### src/rtl/inst_fetch.sv
// rtl/inst_fetch.sv - fetch front end: two-entry line buffer, instruction extraction, line request FSM
// Straddling 32-bit instructions are assembled from the entries holding lines L and L+1.
module inst_fetch #(
  parameter int              XLEN     = 64,
  parameter logic [XLEN-1:0] RESET_PC = 64'h1000
) (
  input  logic            clk,
  input  logic            rst,
  input  logic [XLEN-1:0] pc,
  input  logic            flush,
  output logic [31:0]     inst,
  output logic            inst_valid,
  output logic            inst_comp,
  output logic            inst_fault,
  output logic            req_valid,
  output logic [XLEN-1:0] req_addr,
  input  logic            req_ready,
  input  logic            resp_valid,
  input  logic [XLEN-1:0] resp_data,
  input  logic            resp_err
);

  localparam int TW = XLEN - 3;
  localparam logic [1:0] S_IDLE = 2'd0;
  localparam logic [1:0] S_REQ  = 2'd1;
  localparam logic [1:0] S_WAIT = 2'd2;

  logic [1:0]             state_q, state_d;
  logic                   drop_q, drop_d;
  logic                   req_valid_q, req_valid_d;
  logic [XLEN-1:0]        req_addr_q, req_addr_d;
  logic [1:0]             v_q, v_d;
  logic [1:0]             err_q, err_d;
  logic [1:0][TW-1:0]     tag_q, tag_d;
  logic [1:0][XLEN-1:0]   data_q, data_d;

  logic [TW-1:0]   line_l, line_n, need_line;
  logic            hit_l0, hit_l1, hit_n0, hit_n1, hit_l, hit_n;
  logic [XLEN-1:0] data_l, data_n, shifted;
  logic            err_l, err_n, comp, straddle, complete, err_inv;
  logic            need_valid, victim;
  logic [31:0]     raw;

  always_comb begin
    line_l   = pc[XLEN-1:3];
    line_n   = line_l + TW'(1);
    hit_l0   = v_q[0] && (tag_q[0] == line_l);
    hit_l1   = v_q[1] && (tag_q[1] == line_l);
    hit_n0   = v_q[0] && (tag_q[0] == line_n);
    hit_n1   = v_q[1] && (tag_q[1] == line_n);
    hit_l    = hit_l0 || hit_l1;
    hit_n    = hit_n0 || hit_n1;
    data_l   = hit_l0 ? data_q[0] : data_q[1];
    err_l    = hit_l0 ? err_q[0]  : err_q[1];
    data_n   = hit_n0 ? data_q[0] : data_q[1];
    err_n    = hit_n0 ? err_q[0]  : err_q[1];
    shifted  = data_l >> {pc[2:1], 4'b0000};
    comp     = shifted[1:0] != 2'b11;
    straddle = (pc[2:1] == 2'b11) && !comp;
    complete = hit_l && (!straddle || hit_n);
    err_inv  = err_l || (straddle && err_n);
    if (straddle)  raw = {data_n[15:0], shifted[15:0]};
    else if (comp) raw = {16'b0, shifted[15:0]};
    else           raw = shifted[31:0];
    inst_valid = !pc[0] && !flush && complete && !err_inv;
    inst_fault = pc[0] || (!flush && complete && err_inv);
    inst_comp  = inst_valid && comp;
    inst       = inst_valid ? raw : 32'b0;
    // A misaligned pc can never be fetched, so it must not trigger line traffic either.
    need_valid = !pc[0] && !(hit_l && hit_n);
    need_line  = hit_l ? line_n : line_l;
    victim     = hit_l0;
  end

  always_comb begin
    state_d     = state_q;
    drop_d      = drop_q;
    req_valid_d = req_valid_q;
    req_addr_d  = req_addr_q;
    v_d         = v_q;
    err_d       = err_q;
    tag_d       = tag_q;
    data_d      = data_q;
    case (state_q)
      S_IDLE: begin
        if (need_valid && !flush) begin
          state_d     = S_REQ;
          req_valid_d = 1'b1;
          req_addr_d  = {need_line, 3'b000};
        end
      end
      S_REQ: begin
        if (flush) drop_d = 1'b1;
        if (req_ready) begin
          state_d     = S_WAIT;
          req_valid_d = 1'b0;
        end
      end
      S_WAIT: begin
        if (resp_valid) begin
          state_d = S_IDLE;
          drop_d  = 1'b0;
          if (!drop_q && !flush) begin
            v_d[victim]    = 1'b1;
            err_d[victim]  = resp_err;
            tag_d[victim]  = req_addr_q[XLEN-1:3];
            data_d[victim] = resp_data;
          end
        end else if (flush) begin
          drop_d = 1'b1;
        end
      end
      default: state_d = S_IDLE;
    endcase
    if (flush) v_d = 2'b00;
  end

  always_ff @(posedge clk or posedge rst) begin
    if (rst) begin
      state_q     <= S_IDLE;
      drop_q      <= 1'b0;
      req_valid_q <= 1'b0;
      req_addr_q  <= {RESET_PC[XLEN-1:3], 3'b000};
      v_q         <= 2'b00;
      err_q       <= 2'b00;
      tag_q       <= '0;
      data_q      <= '0;
    end else begin
      state_q     <= state_d;
      drop_q      <= drop_d;
      req_valid_q <= req_valid_d;
      req_addr_q  <= req_addr_d;
      v_q         <= v_d;
      err_q       <= err_d;
      tag_q       <= tag_d;
      data_q      <= data_d;
    end
  end

  assign req_valid = req_valid_q;
  assign req_addr  = req_addr_q;

endmodule

### config.mk
export PLATFORM = sky130hd
export DESIGN_NAME = inst_fetch
export DESIGN_NICKNAME = d
export VERILOG_FILES = /design/src/rtl/inst_fetch.sv
export SDC_FILE = /design/constraint.sdc
export NUM_CORES = 1
export LEC_CHECK = 0
export ABC_AREA = 1
export ABC_CLOCK_PERIOD_IN_PS = 16200
export CAP_MARGIN = 15
export CORE_UTILIZATION = 40
export CTS_CLUSTER_SIZE = 16
export DETAILED_ROUTE_END_ITERATION = 16
export HOLD_SLACK_MARGIN = 0.15
export PLACE_DENSITY = 0.7
export REMOVE_ABC_BUFFERS = 1
export SETUP_SLACK_MARGIN = 0.02
export SLEW_MARGIN = 5
export SYNTH_ARGS = -nofsm -noshare
export SYNTH_HDL_FRONTEND = slang
export SYNTH_SLANG_ARGS = --single-unit
### constraint.sdc
create_clock -name clk -period 16.2 [get_ports clk]
set_input_delay 3.24 -clock clk [delete_from_list [all_inputs] [get_ports clk]]
set_output_delay 3.24 -clock clk [all_outputs]
set_load 0.1 [all_outputs]
## Word-level counts from Yosys, hierarchy flattened

Cells that the tools add are included.

- $add $sub $neg: 1
- Multipliers: 0
- Divide/modulo/power cells: 0
- Magnitude comparators: 2
- Eq/ne operators: 11
- Shifts and indexed selects: 1
- Multiplexer cells: 31
- Bitwise logic cells: 1
- Reduce and logical (&&, ||, !) cells: 41

Operators by type and width:

| cell | count |
|---|---|
| $eq 61x61->1 | 4 |
| $bwmux 128 | 1 |
| $mux 64 | 2 |
| $bwmux 122 | 1 |
| $mux 61 | 2 |
| $mux 32 | 3 |
| $demux 64 s1 | 1 |
| $shr 64x6->32 | 1 |
| $add 61x1->61 const B | 1 |
| $demux 61 s1 | 1 |
| $logic_and 1x1->1 | 18 |
| $mux 16 | 1 |
| $mux 2 | 7 |
| $reduce_and 3->1 | 4 |
| $reduce_bool 2->1 | 5 |
| $ne 2x2->1 const B | 4 |
| $logic_not 1->1 | 7 |
| $mux 1 | 7 |
| $pmux 2 s3 | 1 |
| $logic_or 1x1->1 | 5 |
| $eq 2x2->1 const B | 2 |
| $pmux 1 s2 | 2 |
| $bwmux 2 | 1 |
| $eq 2x1->1 const B | 1 |
| 6 further kinds | 6 |

- Register bits after elaboration: 319
- Latch bits: 0
- Bits in writable memories: 0
- ROM bits: 0
- Input port bits: 134
- Output and inout port bits: 100
- Logic and storage cells: 98
- Memories: 0

## Depth between registers and ports, before layout

- Depth after elaboration: 13
- Mapped depth: 24
- Gate-level depth less buffers: 24

## Worst setup path before layout

Ideal clock, no wire load.

- Path type: in2out
- From: input pc[3]
- To: output inst[10]
- Arrival: 6.705 ns
- Data required time: 12.960 ns
- Slack: 6.255 ns
- Stages on the path: 21
- Path buffers: 2
- Cells stage by stage: ha_1 > nand2_2 > nor2_2 > nand2_2 > nor2_4 > buf_6 > nand3_2 > nand2_2 > nand2_1 > nand2_1 > nand2_1 > a21oi_1 > nand2_1 > nor2_4 > nand3_4 > nand2_1 > nand2_2 > a21oi_4 > nand2_4 > buf_6 > nor2_1

- Word-level cells in the longest chain between the ends: 13
- Elaborated cells between the ends (all ways): 29
- Classes of those cells: 1 x add/sub; 5 x eq/ne; 1 x shift; 6 x mux; 16 x reduce/logical

Ends and longest elaborated chain:

| element | RTL line | source |
|---|---|---|
| from (decl) | 9 | `input logic [XLEN-1:0] pc,` |
| branches (longest 12 deep; another with $add 61x1->61) | -- |  |
| $mux 32 * | 68 | `inst = inst_valid ? raw : 32'b0;` |
| to (decl) | 11 | `output logic [31:0] inst,` |

Mark *: on every way between the ends.

## Final worst setup path

- From: input pc[24]
- To: output inst[0]

The elaborated chain is that of the path after synthesis.

==> metrics <==
status=completed; Hold Buf Count CTS=0; CP Max Fanout=34; Setup violations, final=0; EDFF count, synth=0; root buf cell=clkbuf_16; Syn Area/Cell=6.69 um^2; Critical Path Start=pc[24]; crit-path cells=clkdlybuf4s50_1 > xnor2_1 > inv_1 > nor2_1 > nand2_1 > nor2_1 > nand2_1 > nor2_2 > nand2_1 > nand2_1 > nand3_1 > nand3_1 > nand2_1 > nor2_1 > nand2_2 > inv_2 > a21boi_2 > nand2_4 > nor2_1 > clkdlybuf4s50_1; top post-synthesis cells by area=dfrtp_1, nand2_1, o21ai_0; Syn Std Cell Area=0.0212 mm^2; reg2reg end=tag_q[105]$_DFFE_PP0P_; Yosys reg bits=319; H-Tree Depth=2; delay-heaviest family, CP=simple AND/OR/NAND/NOR gates; total CTS buffers=37; Worst EP arrival=9.07 ns; final wirelength=84.3 mm; largest net degree at the start of global routing=152; unrepaired setup endpoints after global routing=false; chip height=232 um; Max VDD drop=0.000116 V; r2r setup slk=10.96 ns; Final Cycle Share=76.0%; post-DP HPWL=66.5 mm; CP endpoint=inst[0]; layout overhead on the synthesized area=18.1%; TritonCTS clock tree=yes; most frequent cell after synthesis=nand2_1; power density over the cells=130 mW/mm^2; CTS Buffer Depth=3; first-pass GRT wire length=124 mm; chip width=232 um; relative slew slack=29.0%; Worst Path Buf+Inv=4; vias in the first global route=19.8k; Final #Nets=3,450; initial antenna violation count=1; Routed Antenna Nets=0; number of warnings issued by yosys=0; Max Clock Freq=81.2 MHz; Hold Startpoint=req_valid$_DFFE_PP0P_; share of post-route cells with drive strength above 1=5.42%; pins over their slew limit=0; DR vias/cell=5.28; core area=0.0518 mm^2; Most common cell on crit path=nand2_1; Hold Violations, Final=0; area of the die=0.0539 mm^2; cell depth of the worst setup path=20; wire per inst=21.0 um; WS Path Type=in -> out; Final min period=12.31 ns; row count=83; Worst Reg-to-Reg Cells=14; Worst setup SP type=input port; clk slew on worst S/H paths=0.06 ns; Required @ worst endpoint=12.96 ns; GR Overflow Total=0; first drt pass iteration count=8; FF-to-FF Start=tag_q[21]$_DFFE_PP0P_; P_leak=11.9 nW; Worst Tran Pin Value=1.06 ns; setup bufs post-CTS=0; placer congestion estimate=1.08; Port Buffers=230; CP max stage cell=clkdlybuf4s50_1; Inst Count DP=3,953; Starting Density=40.9%; prevailing post-synth register cell=dfrtp_1; Global Route Usage Sum=31.2%; Fin Setup TNS=0 ns; via count=21.2k; Seq/Total Area, Yosys=37.7%; Mapped Cells=3,166; Synth top area share=37.6%; Worst path max stage delay=1.01 ns; worst hold path class=reg -> reg; synth unique cells=50; Ports=234; clk sink count=319; maxcap violations=0; clk_skew=0.0277 ns; Crit. End Element=output port; Starting DRT DRC Count=2,394; top cells by count, synth=nand2_1, o21ai_0, inv_1; DRC viols=0; Final Non-Filler Cells=4,019; Clock Latency Late Sink=0.58 ns; post-CTS sizing=0; largest area contributor in the netlist=dfrtp_1; fraction of registers with async set/reset=100%
-- area by class of cell --
cell class,count,area [um^2]
antenna,1,2.50
clock buffer,53,1080
clock inverter,12,115
fill,5288,26800
inverter,352,1330
multi-input combinational,2355,11200
sequential,319,7980
tap,680,851
timing repair buffer,247,2440
-- state kept, by name, indices dropped and copies added (netlist names) --
register   cells
req_addr      61
data_q       128
v_q            2
tag_q        122
drop_q         1
err_q          2
req_valid      1
state_q        2
-- tightest hold or removal path: stages, from the launching register on --
cell and delay, ns:
dfrtp_1 0.34, nand2_1 0.05, nand2_1 0.05
-- layer usage --
metal / vias to the layer above / wire (um) / GRT usage, %
met4: 2 / 2560 / 9.75
li1: 10200 / - / -
met5: - / 11 / 0
met2: 906 / 36400 / 47.2
met1: 9931 / 37900 / 44.8
met3: 143 / 7410 / 5.60
-- power by group --
| group | switching [mW] | leakage [nW] | internal, mW |
|---|---|---|---|
| clock network | 0.355 | 0.592 | 0.467 |
| registers | 0.143 | 4.30 | 0.965 |
| logic | 0.993 | 7.00 | 0.316 |
| total | 1.49 | 11.9 | 1.75 |
-- cells by family after synthesis --
logic type / synth area share (%)
AOI/OAI and AO/OA: 11.5
xor gates and xnor gates: 4.86
adders and majority gates: 0.236
buffers and inverters: 9.54
DFF: 37.7
muxes: 1.65
other: 0.0177
and+or+nand+nor: 34.5
-- placed cells by master, fill, tap and decap left out, drive strengths merged, types with 17 or more instances in the layout --
master	instances
inv	348
xnor2	40
clkdlybuf4s50	230
a21oi	24
nand4	35
mux2i	35
buf	17
nor2	367
xor2	75
dfrtp	318
clkbuf	53
nand2	1128
o21ai	410
nand3	171
-- through the flow --
| step | hold slack (ns) | worst slack (ns) | power, mW | cell area, um^2 | utilization [%] |
|---|---|---|---|---|---|
| global placement | 0.465 | 3.93 | 2.41 | 23800 | 45.9 |
| global route | 0.493 | 3.54 | 3.39 | 25000 | 48.2 |
| finish | 0.480 | 3.89 | 3.24 | 25000 | 48.3 |
| CTS | 0.483 | 3.98 | 3.25 | 25000 | 48.2 |
| detailed placement | 0.466 | 3.98 | 2.42 | 23800 | 45.9 |
| floorplan | 0.444 | 4.13 | 2.00 | 20500 | - |
-- worst min path at each step --
stage,to,slack [ns],cells after the start
after floorplan,data_q[16]$_DFFE_PP0P_,0.44,2
after global placement,data_q[85]$_DFFE_PP0P_,0.47,2
after detailed placement,req_valid$_DFFE_PP0P_,0.47,2
after CTS,req_valid$_DFFE_PP0P_,0.48,2
after global routing,req_valid$_DFFE_PP0P_,0.49,2
final,req_valid$_DFFE_PP0P_,0.48,2
No activity file was read; power rests on OpenSTA's default activity.
